[src/rtl/fetch_unit_if.sv]
// Fetch-stage bus: stall/redirect from execute, instruction memory port,
// and the IF/ID register contents with status.
interface fetch_unit_if #(
  parameter int ADDR_W = 8,
  parameter int CNT_W  = 16
);
  logic              stall;
  logic              redirect_valid;
  logic [ADDR_W-1:0] redirect_target;
  logic [ADDR_W-1:0] imem_addr;
  logic [31:0]       imem_instr;
  logic              if_valid;
  logic [31:0]       if_instr;
  logic [ADDR_W-1:0] if_pc;
  logic              halted;
  logic [CNT_W-1:0]  issue_count;

  // Environment side: drives control and memory data, observes fetch outputs.
  modport master (
    output stall, redirect_valid, redirect_target, imem_instr,
    input  imem_addr, if_valid, if_instr, if_pc, halted, issue_count
  );

  // Fetch unit side.
  modport slave (
    input  stall, redirect_valid, redirect_target, imem_instr,
    output imem_addr, if_valid, if_instr, if_pc, halted, issue_count
  );
endinterface

[src/rtl/fetch_unit.sv]
// Instruction fetch stage: owns the PC, predecodes JUMP, halts on a zero word,
// accepts redirects from execute and fills the IF/ID register.
//
// state | meaning
// RUN   | fetching one word per cycle
// HALT  | zero word seen; frozen until redirect or reset
module fetch_unit #(
  parameter int ADDR_W   = 8,
  parameter int RESET_PC = 0,
  parameter int CNT_W    = 16
) (
  input  logic         clk_i,
  input  logic         reset_i,
  fetch_unit_if.slave  bus
);

  typedef enum logic {ST_RUN = 1'b0, ST_HALT = 1'b1} state_t;

  localparam logic [3:0] OP_JUMP = 4'b1000;

  state_t            state_q;
  logic [ADDR_W-1:0] pc_q;
  logic [ADDR_W-1:0] pc_d;
  logic              if_valid_q;
  logic [31:0]       if_instr_q;
  logic [ADDR_W-1:0] if_pc_q;
  logic              halted_q;
  logic [CNT_W-1:0]  issue_count_q;
  logic [CNT_W-1:0]  issue_count_d;
  logic              is_halt_word;
  logic              is_jump;
  logic [ADDR_W-1:0] jump_target;

  // Predecode of the word currently returned by memory, plus the increments.
  always_comb begin
    is_halt_word  = (bus.imem_instr == 32'h0000_0000);
    is_jump       = (bus.imem_instr[31:28] == OP_JUMP);
    jump_target   = bus.imem_instr[ADDR_W-1:0];
    pc_d          = pc_q + 1'b1;
    issue_count_d = (&issue_count_q) ? issue_count_q : issue_count_q + 1'b1;
  end

  // Fetch FSM with PC and IF/ID register; branches ordered by priority.
  always_ff @(posedge clk_i) begin
    if (reset_i) begin
      state_q       <= ST_RUN;
      pc_q          <= ADDR_W'(RESET_PC);
      if_valid_q    <= 1'b0;
      if_instr_q    <= '0;
      if_pc_q       <= '0;
      halted_q      <= 1'b0;
      issue_count_q <= '0;
    end else if (bus.redirect_valid) begin
      // Redirect beats stall, halt, and any JUMP/halt word in flight.
      state_q    <= ST_RUN;
      halted_q   <= 1'b0;
      pc_q       <= bus.redirect_target;
      if_valid_q <= 1'b0;
    end else if (state_q == ST_HALT) begin
      if_valid_q <= 1'b0;
    end else if (bus.stall) begin
      // Hold everything.
    end else if (is_halt_word) begin
      state_q    <= ST_HALT;
      halted_q   <= 1'b1;
      if_valid_q <= 1'b0;
    end else if (is_jump) begin
      // JUMP is resolved here and never issued; one bubble.
      pc_q       <= jump_target;
      if_valid_q <= 1'b0;
    end else begin
      if_instr_q    <= bus.imem_instr;
      if_pc_q       <= pc_q;
      if_valid_q    <= 1'b1;
      pc_q          <= pc_d;
      issue_count_q <= issue_count_d;
    end
  end

  assign bus.imem_addr   = pc_q;
  assign bus.if_valid    = if_valid_q;
  assign bus.if_instr    = if_instr_q;
  assign bus.if_pc       = if_pc_q;
  assign bus.halted      = halted_q;
  assign bus.issue_count = issue_count_q;

endmodule
[src/flat_wrapper.sv]
// flat-port wrapper written by rule: the top's interface ports become plain ports
module fetch_unit_flat 
#(
  parameter int ADDR_W   = 8,
  parameter int RESET_PC = 0,
  parameter int CNT_W    = 16
)
  (clk_i, reset_i, bus_stall, bus_redirect_valid, bus_redirect_target, bus_imem_instr, bus_imem_addr, bus_if_valid, bus_if_instr, bus_if_pc, bus_halted, bus_issue_count);
  fetch_unit_if #(.ADDR_W(ADDR_W), .CNT_W(CNT_W)) bus_i ();
  input  logic clk_i;
  input  logic reset_i;
  input wire logic [$bits(bus_i.stall)-1:0] bus_stall;
  input wire logic [$bits(bus_i.redirect_valid)-1:0] bus_redirect_valid;
  input wire logic [$bits(bus_i.redirect_target)-1:0] bus_redirect_target;
  input wire logic [$bits(bus_i.imem_instr)-1:0] bus_imem_instr;
  output wire logic [$bits(bus_i.imem_addr)-1:0] bus_imem_addr;
  output wire logic [$bits(bus_i.if_valid)-1:0] bus_if_valid;
  output wire logic [$bits(bus_i.if_instr)-1:0] bus_if_instr;
  output wire logic [$bits(bus_i.if_pc)-1:0] bus_if_pc;
  output wire logic [$bits(bus_i.halted)-1:0] bus_halted;
  output wire logic [$bits(bus_i.issue_count)-1:0] bus_issue_count;
  assign bus_i.stall = bus_stall;
  assign bus_i.redirect_valid = bus_redirect_valid;
  assign bus_i.redirect_target = bus_redirect_target;
  assign bus_i.imem_instr = bus_imem_instr;
  assign bus_imem_addr = bus_i.imem_addr;
  assign bus_if_valid = bus_i.if_valid;
  assign bus_if_instr = bus_i.if_instr;
  assign bus_if_pc = bus_i.if_pc;
  assign bus_halted = bus_i.halted;
  assign bus_issue_count = bus_i.issue_count;
  fetch_unit #(.ADDR_W(ADDR_W), .RESET_PC(RESET_PC), .CNT_W(CNT_W)) u_core (.clk_i(clk_i), .reset_i(reset_i), .bus(bus_i));
endmodule
[config.mk]
export PLATFORM = sky130hd
export DESIGN_NAME = fetch_unit_flat
export DESIGN_NICKNAME = d
export VERILOG_FILES = /design/src/rtl/fetch_unit_if.sv /design/src/rtl/fetch_unit.sv /design/src/flat_wrapper.sv
export SDC_FILE = /design/constraint.sdc
export NUM_CORES = 1
export LEC_CHECK = 0
export BUFFER_PORTS_ARGS = -buffer_cell sky130_fd_sc_hd__buf_2
export CAP_MARGIN = 20
export CORE_MARGIN = 2
export CORE_UTILIZATION = 50
export DETAILED_ROUTE_END_ITERATION = 6
export PLACE_DENSITY_LB_ADDON = 0.1
export SYNTH_ARGS = -nofsm -noshare
export SYNTH_HDL_FRONTEND = slang
export SYNTH_SLANG_ARGS = --single-unit
[constraint.sdc]
create_clock -name clk_i -period 3.1 [get_ports clk_i]
set_input_delay 0.155 -clock clk_i [delete_from_list [all_inputs] [get_ports clk_i]]
set_output_delay 0.155 -clock clk_i [all_outputs]
set_load 0.005 [all_outputs]
== Word-level counts from Yosys, hierarchy flattened ==
Cells that the tools add are included.

* $add $sub $neg: 2
* Equal/unequal tests: 4
* Muxes and demuxes: 10
* Bitwise gates (word level): 6
* Reduce and logical (&&, ||, !) cells: 8

{| class="wikitable"
|+ Operator list
! operator !! number
|-
| 2-to-1 mux 8 bit || 5
|-
| logical NOT 32 bit || 1
|-
| adder 16 x 1 -> 16 bit (second input constant) || 1
|-
| AND reduction 16 bit || 1
|-
| adder 8 x 1 -> 8 bit (second input constant) || 1
|-
| NOT 1 bit || 6
|-
| AND reduction 3 bit || 2
|-
| AND reduction 6 bit || 1
|-
| 2-to-1 mux 1 bit || 5
|-
| AND reduction 5 bit || 1
|-
| == test 4 bit (second input constant) || 1
|-
| inequality test 2 bit (second input constant) || 2
|-
| OR reduction 3 bit || 1
|-
| inequality test 2 x 1 -> 1 bit (second input constant) || 1
|-
| OR reduction 2 bit || 1
|}

* Register bits: 67
* Input port bits: 44
* Output and inout bits: 66
* Word-level logic and storage cells: 37

== Depth between registers and ports, before layout ==
Gate-level depths: netlist of the first run.

* Word-level depth: 6
* Depth in mapped cells: 7
* Mapped depth without buffers: 6

== Worst setup path after synthesis of the first run ==
OpenSTA, ideal clock, no wires.

* Path type: reg-to-reg
* Start: reg u_core.issue_count_q[0] (netlist: u_core.bus.issue_count[0])
* End: reg u_core.issue_count_q[3] (netlist: u_core.bus.issue_count[3])
* Library setup time: 0.070 ns
* Arrival: 1.536 ns
* Data required time: 3.030 ns
* Setup slack: 1.493 ns
* Cell stages (with the launch flop): 6
* Path buffers: 0
* Clock period less this slack: 1.607 ns
* Path through: dfxtp_1 > ha_1 > nand3_1 > nor2_1 > or4_1 > a21oi_1

* Word-level cells in the longest chain between the ends: 3
* Elaborated cells on any way between the ends: 4
* Those cells by class: 1 x add/sub; 1 x bitwise; 2 x reduce/logical

{| class="wikitable"
|+ Ends and longest elaborated chain
! element !! line !! RTL
|-
| from (decl) || fetch_unit.sv:28 || <nowiki>logic [CNT_W-1:0] issue_count_q;</nowiki>
|-
| from (signal assigned) || fetch_unit.sv:76 || <nowiki>issue_count_q <= issue_count_d;</nowiki>
|-
| branches (longest 3 deep; another with adder 16 x 1 -> 16 bit) || n/a ||
|}

Several ways; the timed one is not identified.
A chain may end at the register's enable or synchronous reset.

== Worst setup path after layout of the first run ==
* Start: reg u_core.state_q
* End: reg u_core.if_instr_q[13] (netlist: u_core.bus.if_instr[13])

* Word-level cells in the longest chain between the ends: 2

{| class="wikitable"
|+ Ends and longest elaborated chain
! element !! line !! RTL
|-
| from (decl) || fetch_unit.sv:21 || <nowiki>state_t state_q;</nowiki>
|-
| from (signal assigned) || fetch_unit.sv:46 || <nowiki>state_q <= ST_RUN;</nowiki>
|-
| from (signal assigned) || fetch_unit.sv:55 || <nowiki>state_q <= ST_RUN;</nowiki>
|-
| from (signal assigned) || fetch_unit.sv:64 || <nowiki>state_q <= ST_HALT;</nowiki>
|-
| NOT 1 bit (no source line) || n/a ||
|-
| AND reduction 5 bit (no source line) || n/a ||
|-
| to (signal assigned) || fetch_unit.sv:72 || <nowiki>if_instr_q <= bus.imem_instr;</nowiki>
|-
| to (decl) || fetch_unit.sv:25 || <nowiki>logic [31:0] if_instr_q;</nowiki>
|}

No other way between the ends.

==> impl_metrics.toml, run 1 <==
[cells_and_area]
drive_gt1_share_pct = 30.30
nets = 536
nFillCells = 662
syn_to_final_growth_pct = 22.73
design_area_um2 = 4202
diodes = 0

[clocking]
postCtsHoldBufs = 0
cts_tree = "built"
htree_num_levels = 3
cts_resized = 0
insertion_delay_ns = 0.35
root_buffer = "clkbuf_8"
numCtsBuffers = 9
clk_path_buf_depth = 2
clk_pin_slew_worst_paths_ns = 0.08
cts_setup_buffers = 0
clock-sinks = 67

[setup_path]
path_delay_family = "simple AND/OR/NAND/NOR gates"
cp_slowest_stage_delay_ns = 0.62
end_kind = "flop"
crit_required_ns = 3.37
crit_start = "u_core.state_q$_SDFF_PP0_"
r2r-start = "u_core.state_q$_SDFF_PP0_"
path_max_fanout = 17
worst-path-buf-inv = 2
critical_path_arrival_ns = 2.21
crit_chain = "nor4_2 > buf_4 > nor2b_4 > buf_16 > mux2i_1"
setup.worst_path.start_class = "flop"
crit_path_top_delay_cell = "nor2b_4"
crit_type = "reg -> reg"

[routing]
totalWireLength_um = 8305
post-route-drc-count = 0
postRouteAntennaNets = 0
routedWlPerCell_um = 14.44
vias_per_cell = 5.477
firstDrtPassIters = 4
dr.first_iter.drc_count = 129
num_vias = 3149

[yosys]
synthesis.nets = 436
synth.distinct_cells = 47
synth.area.top_cells = "dfxtp_1 (39%), mux2i_1 (13%), nand2_1 (10%)"
async_reset_ff_share_pct = 0
ys_ff_latch = 67
synth_seq_area_share_pct = 39.18
synth_edf_count = 0
syn_area_um2 = 3423
netlist_instances = 390
syn_avg_cell_area_um2 = 8.778
yosysTopAreaCellShare_pct = 39.18
synth_warnings = 0
synth_area_leader_cell = "dfxtp_1"
yosysMostFrequentCell = "nand2_1"
ys.flop_type = "dfxtp_1"
synth_common_cells = "nand2_1 (92), dfxtp_1 (67), mux2i_1 (43), nor2_1 (18)"

[sta]
hold_viol = 0
grt_setup_unrepaired = "no"
fin_ws_ns = 1.159
fin_skew_ns = 0.008206
setup_viol = 0
finalSetupTns_ns = 0
fin_crit_sh_pct = 62.60
fmax_mhz = 515.3
tightest_slew_ns = 0.9165
finalMaxSlewViolations = 0
slew-limit-headroom_pct = 38.81
fin_crit_ns = 1.941

[floorplanning]
rows = 30
fp.dieH_um = 86.75
coreArea_um2 = 6719
start_util_pct = 50.95
fp.dieW_um = 86.75
die-area_um2 = 7525
num_io_pins = 110

[grt]
grt.total_usage_pct = 23.57
globalRouteOverflowTotal = 0
grt_pass1_vias = 3012
grt_antenna_before_repair = 0
grt_pass1_wl_um = 14100
grt_max_degree = 60

[pwr]
leakagePower_nw = 1.885
pwr_density_cell_nw_per_um2 = 465.5
ir_worst_vdd_uv = 231.4

[run_status]
status = "complete, no violations"

[placed_design]
placed_cell_area_um2 = 3958
io_buffers = 109
pre_cts_ws_ns = 0.8080
gp_congestion = 0.8315
place_hpwl_um = 5890

[hold_path]
hold_path_class = "in -> reg"
worstHoldStart = "bus_imem_instr[18]"

[run]
maxCapViolations = 0
==> logic make-up after synthesis <==
logic type	after synthesis	share of synthesized area [%]
flip-flops	67	39.18
AO/OA/AOI/OAI	46	9.905
AND/OR/NAND/NOR	194	29.42
XOR/XNOR	4	1.024
buffers and inverters	29	4.970
adder cells (fa/ha/maj)	2	0.7309
multiplexers	48	14.77
==> tightest hold or removal path: stages <==
cell and delay, ns:
buf_2 0.10, nand2_1 0.05, mux2i_1 0.05
==> layout make-up <==
cell class                 count  area, µm²  area share, %
timing repair buffer         114      603.1          14.35
tap                           80      100.1          2.382
multi-input combinational    294       1926          45.83
clock inverter                 7      92.59          2.204
sequential                    67       1341          31.92
clock buffer                   9      123.9          2.948
inverter                       4      15.01         0.3574
==> registers in the layout (all words and copies together) (netlist names) <==
| register | count |
|---|---|
| u_core.bus.halted | 1 |
| u_core.bus.if_instr | 32 |
| u_core.bus.if_pc | 8 |
| u_core.bus.if_valid | 1 |
| u_core.bus.imem_addr | 8 |
| u_core.bus.issue_count | 16 |
| u_core.state_q | 1 |
==> path summary, 6_finish.rpt <==
path / cells after the start / slack (ns) / endpoint
setup / recovery: 5 / 1.16 / u_core.bus.if_instr[13]$_SDFFE_PP0P_
hold / removal: 3 / 0.06 / u_core.bus.if_instr[18]$_SDFFE_PP0P_
setup reg to reg: 5 / 1.16 / u_core.bus.if_instr[13]$_SDFFE_PP0P_
hold reg to reg: 2 / 0.45 / u_core.bus.if_instr[18]$_SDFFE_PP0P_
==> placed cells by master, fill, tap and decap left out, types with 3 or more instances in the layout <==
cell type / netlist / final
inv_1: 3 / 3
nand2_1: 92 / 92
o21ai_0: 4 / 4
nor2b_1: 7 / 6
or4_1: 7 / 7
or3_1: 3 / 3
and3_1: 6 / 6
nor4_1: 12 / 12
mux2_4: 5 / 5
nand4_1: 10 / 10
and4_1: 3 / 3
nor3_1: 7 / 7
buf_4: 3 / 4
nor2_1: 18 / 18
o21a_1: 4 / 4
a21oi_1: 14 / 14
o31ai_1: 10 / 10
clkbuf_8: 0 / 9
mux2i_1: 43 / 43
buf_2: 3 / 109
clkinvlp_4: 0 / 3
nand2b_1: 3 / 3
a211oi_1: 6 / 6
dfxtp_1: 67 / 67
nand3_1: 11 / 11
==> power breakdown <==
| part | total, mW | internal [mW] | switching [mW] |
|---|---|---|---|
| Combinational | 0.231 | 0.106 | 0.125 |
| Clock | 0.800 | 0.450 | 0.351 |
| Sequential | 0.925 | 0.896 | 0.0289 |
==> per-stage QoR <==
stage / util, % / power (mW) / instances / hold slack, ns
3_3_place_gp: 58.90 / 1.168 / 558 / 0.4136
6_report: 62.53 / 1.956 / 575 / 0.06341
2_1_floorplan: - / 1.072 / 390 / 0.2971
3_5_place_dp: 58.90 / 1.173 / 558 / 0.4223
4_1_cts: 62.12 / 1.965 / 574 / 0.05487
5_1_grt: 62.53 / 2.038 / 575 / 0.08661
==> metal layers <==
layer	up-vias	track usage [%]	part of all wire, %
met5	-	0	0
met4	0	9.943	1.7
met3	10	3.810	4.9
met2	88	37.55	47
met1	1460	31.71	47
li1	1591	-	-
(Power assumes the default switching activity.)
==> inputs of run 2 (changes only) <==
==> constraint.sdc (replaced) <==
create_clock -name clk_i -period 2 [get_ports clk_i]
set_input_delay 0.1 -clock clk_i [delete_from_list [all_inputs] [get_ports clk_i]]
set_output_delay 0.1 -clock clk_i [all_outputs]
set_load 0.005 [all_outputs]
==> impl_metrics.toml, run 2 (synthesis gave the netlist of run 1 again) <==
[cells_and_area]
syn_to_final_growth_pct = 22.22
final_common_cell = "buf_2"
largest_register_ffs = 32
final_cell_mix = "buf_2 (109), nand2_1 (92), dfxtp_1 (67)"
drive_gt1_share_pct = 30.34
nets = 542
nFillCells = 621
multi_input_area_um2 = 1926
regArea_um2 = 1341
diodes = 0

[floorplanning]
start_util_pct = 50.95
num_io_pins = 110
fp.dieW_um = 86.75
fp.dieH_um = 86.75
rows = 30
coreArea_um2 = 6719
die-area_um2 = 7525

[routing]
routedWlPerCell_um = 14.28
vias_per_cell = 5.491
post-route-drc-count = 0
firstDrtPassIters = 4
postRouteAntennaNets = 0
dr.first_iter.drc_count = 115
num_vias = 3190
totalWireLength_um = 8296

[setup_path]
end_kind = "flop"
cp_slowest_stage_delay_ns = 0.49
rrSetupSlack_ns = 0.16
crit_type = "reg -> reg"
r2r-start = "u_core.bus.issue_count[0]$_SDFFE_PP0P_"
crit_chain = "ha_1 > nand3_1 > nor2_1 > or4_1 > a21oi_1"
crit_required_ns = 2.27
setup.worst_path.start_class = "flop"
worstRegToRegCells = 5
critical_path_arrival_ns = 2.10
path_max_fanout = 7
r2r-end = "u_core.bus.issue_count[3]$_SDFFE_PP0P_"
crit_path_top_delay_cell = "or4_1"

[pwr]
finalPower_mw = 2.743
pwr_density_cell_nw_per_um2 = 655.6
leakagePower_nw = 1.895
ir_worst_vdd_uv = 295.1

[clocking]
cts_tree = "built"
clk_pin_slew_worst_paths_ns = 0.07
numCtsBuffers = 9
insertion_delay_ns = 0.34
clock-sinks = 67
root_buffer = "clkbuf_8"
htree_num_levels = 3
postCtsHoldBufs = 0
cts_setup_buffers = 0
cts_resized = 0
clk_path_buf_depth = 2

[grt]
globalRouteOverflowTotal = 0
grt_pass1_wl_um = 13590
grt.total_usage_pct = 22.55
grt_pass1_vias = 2883
grt_max_degree = 46
grt_antenna_before_repair = 0

[hold_path]
hold_depth = 3
hold_path_class = "in -> reg"
worstHoldStart = "bus_imem_instr[18]"
whs_endpoint = "u_core.bus.if_instr[18]$_SDFFE_PP0P_"

[placed_design]
io_buffers = 109
place_hpwl_um = 6025
gp_congestion = 0.8346

[sta]
fin_crit_ns = 1.835
fin_skew_ns = 0.01089
slew-limit-headroom_pct = 61.48
finalSetupTns_ns = 0
fmax_mhz = 544.9
grt_setup_unrepaired = "no"
setup_viol = 0
fin_hold_ws_ns = 0.009149
fin_crit_sh_pct = 91.75
finalMaxSlewViolations = 0
hold_viol = 0
tightest_slew_ns = 0.5765

[run]
maxCapViolations = 0

[run_status]
status = "complete, no violations"
run 2: cell types whose count changed in the layout (fill, tap and decap cells not counted), sizes merged:
cell      change
buf           +6
clkinvlp      -3
clkbuf        +4
clkinv        +1
bufinv        -2
run 2: worst max path at each step:
| stage | depth (start not counted) | end | startpoint | slack, ns |
|---|---|---|---|---|
| finish | 5 | u_core.bus.issue_count[3]$_SDFFE_PP0P_ | u_core.bus.issue_count[0]$_SDFFE_PP0P_ | 0.16 |
| global route | 5 | u_core.bus.issue_count[3]$_SDFFE_PP0P_ | u_core.bus.issue_count[0]$_SDFFE_PP0P_ | 0.05 |
| CTS | 3 | u_core.bus.if_instr[25]$_SDFFE_PP0P_ | u_core.state_q$_SDFF_PP0_ | 0.05 |
| detailed placement | 3 | u_core.bus.if_instr[25]$_SDFFE_PP0P_ | u_core.state_q$_SDFF_PP0_ | 0.05 |
| global placement | 3 | u_core.bus.if_instr[1]$_SDFFE_PP0P_ | u_core.state_q$_SDFF_PP0_ | 0.09 |
| floorplan | 5 | u_core.bus.issue_count[3]$_SDFFE_PP0P_ | u_core.bus.issue_count[0]$_SDFFE_PP0P_ | 0.39 |
run 2: critical path: cells and delay by family, from the launching register on:
family,cells,cell delay (ns)
flip-flops,1,0.38
adder cells (fa/ha/maj),1,0.31
AO/OA/AOI/OAI,1,0.15
AND/OR/NAND/NOR,3,0.93
run 2: cell type report:
class | count | share of cell area, %
well taps | 80 | 2.392
repair buffers | 120 | 15.49
multi-input cells | 294 | 46.02
clock buffers | 13 | 3.319
clock inverters | 3 | 0.3589
flip-flops and latches | 67 | 32.06
inverters | 4 | 0.3589
run 2: metrics by stage:
step	setup slack [ns]	utilization (%)	area, µm²	instances
after detailed placement	0.04630	59.57	4003	564
after floorplan	0.3933	-	3423	390
after CTS	0.04611	61.86	4156	580
after global placement	0.09207	59.57	4003	564
final	0.1649	62.27	4184	581
after global routing	0.04643	62.27	4184	581
run 2: report_power, final:
part | internal, mW | total (mW) | leakage (nW) | switching [mW]
combinational | 0.169 | 0.365 | 1.27 | 0.196
sequential | 1.39 | 1.43 | 0.546 | 0.0448
clock | 0.446 | 0.945 | 0.0812 | 0.499
total | 2.00 | 2.74 | 1.90 | 0.739
run 2: routing by layer:
layer	track usage [%]	wire [µm]
met3	4.095	456
met1	30.09	3829
met5	0	0
met2	36.15	3866
met4	8.949	144
==> inputs of run 3 (changes only) <==
--- a/config.mk
+++ b/config.mk
@@ -7,9 +7,10 @@
 export LEC_CHECK = 0
 export BUFFER_PORTS_ARGS = -buffer_cell sky130_fd_sc_hd__buf_2
 export CAP_MARGIN = 20
-export CORE_MARGIN = 2
+export CORE_MARGIN = 3
 export CORE_UTILIZATION = 50
 export DETAILED_ROUTE_END_ITERATION = 6
+export HOLD_SLACK_MARGIN = 0.06
 export PLACE_DENSITY_LB_ADDON = 0.1
 export SYNTH_ARGS = -nofsm -noshare
 export SYNTH_HDL_FRONTEND = slang
==> impl_metrics.toml, run 3 (synthesis gave the netlist of run 1 again) <==
[run_status]
status = "complete, no violations"

[sta]
fin_hold_ws_ns = 0.08392
setup_viol = 0
slew-limit-headroom_pct = 72.33
fin_crit_sh_pct = 96.68
tightest_slew_ns = 0.4137
hold_viol = 0
finalMaxSlewViolations = 0
finalSetupTns_ns = 0
fmax_mhz = 517.2
fin_crit_ns = 1.934
fin_skew_ns = 0.009673

[routing]
totalWireLength_um = 9510
dr.first_iter.drc_count = 118
post-route-drc-count = 0
firstDrtPassIters = 4
num_vias = 3456
routedWlPerCell_um = 15.39
vias_per_cell = 5.592
postRouteAntennaNets = 0

[cells_and_area]
nets = 582
final_common_cell = "buf_2"
final_cell_mix = "buf_2 (108), nand2_1 (92), dfxtp_1 (67)"
largest_register_ffs = 32
diodes = 0
fin_cells = 618
syn_to_final_growth_pct = 37.54
drive_gt1_share_pct = 31.42

[setup_path]
crit_required_ns = 2.23
critical_path_arrival_ns = 2.16
crit_type = "in -> reg"
r2r-start = "u_core.bus.issue_count[7]$_SDFFE_PP0P_"
crit_start = "bus_imem_instr[4]"
r2r-end = "u_core.bus.issue_count[0]$_SDFFE_PP0P_"
path_max_fanout = 6
end_kind = "flop"
crit_path_end = "u_core.bus.issue_count[0]$_SDFFE_PP0P_"
rrSetupSlack_ns = 0.18
worstRegToRegCells = 5
setup.worst_path.start_class = "primary input"

[grt]
grt_pass1_vias = 3183
globalRouteOverflowTotal = 0
grt_pass1_wl_um = 14940
grt_max_degree = 48
grt_antenna_before_repair = 0
grt.total_usage_pct = 24.02

[placed_design]
io_buffers = 109
place_hpwl_um = 6303
gp_congestion = 0.8047
dpl.cell_count = 562

[clocking]
htree_num_levels = 3
clk_path_buf_depth = 2
insertion_delay_ns = 0.34
cts_tree = "built"
clk_pin_slew_worst_paths_ns = 0.07
numCtsBuffers = 9
clock-sinks = 67
root_buffer = "clkbuf_8"

[floorplanning]
start_util_pct = 52.71
rows = 29
coreArea_um2 = 6495
num_io_pins = 110
fp.dieH_um = 88.75
die-area_um2 = 7876
fp.dieW_um = 88.75

[pwr]
leakagePower_nw = 2.087
pwr_density_cell_nw_per_um2 = 622.7
ir_worst_vdd_uv = 539.1

[hold_path]
hold_path_class = "in -> reg"

[run]
maxCapViolations = 0
==> run 3: cell count changes in the layout (fill, tap and decap cells not counted), sizes merged <==
| cell | change |
|---|---|
| dlygate4sd3 | +34 |
| buf | +6 |
| clkinvlp | +5 |
| clkinv | -3 |
| clkbuf | -2 |
==> run 3: worst max-delay path, cell delays in order <==
cell	delay, ns
dlygate4sd3_1	0.64
nor4_4	0.31
nand3_2	0.15
nor3_4	0.43
buf_6	0.19
nor2_2	0.06
mux2_4	0.29
==> run 3: layout make-up <==
type / instances / area, µm²
Clock buffer: 11 / 151.4
Timing Repair Buffer: 160 / 1056
Multi-Input combinational cell: 294 / 2011
Inverter: 4 / 15.01
Fill cell: 522 / 1787
Sequential cell: 67 / 1341
Clock inverter: 5 / 37.54
Tap cell: 77 / 96.34
==> run 3: power breakdown <==
group / switching, mW / internal [mW] / total [mW]
Sequential: 0.0430 / 1.39 / 1.43
Clock: 0.539 / 0.517 / 1.06
Combinational: 0.225 / 0.219 / 0.444
Total: 0.807 / 2.12 / 2.93
==> run 3: worst min-delay path by stage <==
stage	start	end	slack, ns	cells past startpoint
4_1_cts	bus_stall	u_core.bus.if_valid$_SDFFE_PP0N_	0.07	3
5_1_grt	bus_stall	u_core.bus.if_valid$_SDFFE_PP0N_	0.09	3
3_3_place_gp	bus_imem_instr[18]	u_core.bus.if_instr[18]$_SDFFE_PP0P_	0.36	3
2_1_floorplan	bus_imem_instr[0]	u_core.bus.if_instr[0]$_SDFFE_PP0P_	0.24	2
6_report	bus_stall	u_core.bus.if_valid$_SDFFE_PP0N_	0.08	3
3_5_place_dp	bus_imem_instr[21]	u_core.bus.if_instr[21]$_SDFFE_PP0P_	0.37	3
==> run 3: stage by stage <==
step                area [µm²]  utilization, %  power [mW]  setup WS, ns
floorplan                 3423               -       1.662        0.3933
global placement          4019           61.88       1.824        0.1109
detailed placement        4019           61.88       1.834       0.03181
CTS                       4548           70.03       2.933       0.01380
global route              4708           72.49       3.069     -0.001133
finish                    4708           72.49       2.932       0.06636
==> run 3: metal layers <==
metal	global-route usage, %	wire length, µm
met5	0	0
met1	29.69	4117
met3	6.425	602
met2	41.30	4701
met4	6.181	89
==> run 3: repair_timing <==
item | in CTS | in global routing
setup endpoints to repair | 0 | 26
hold buffers | 34 | 0
endpoints found under the hold margin | 34 | 0
setup buffers | 0 | 6
resized for setup | 0 | 16
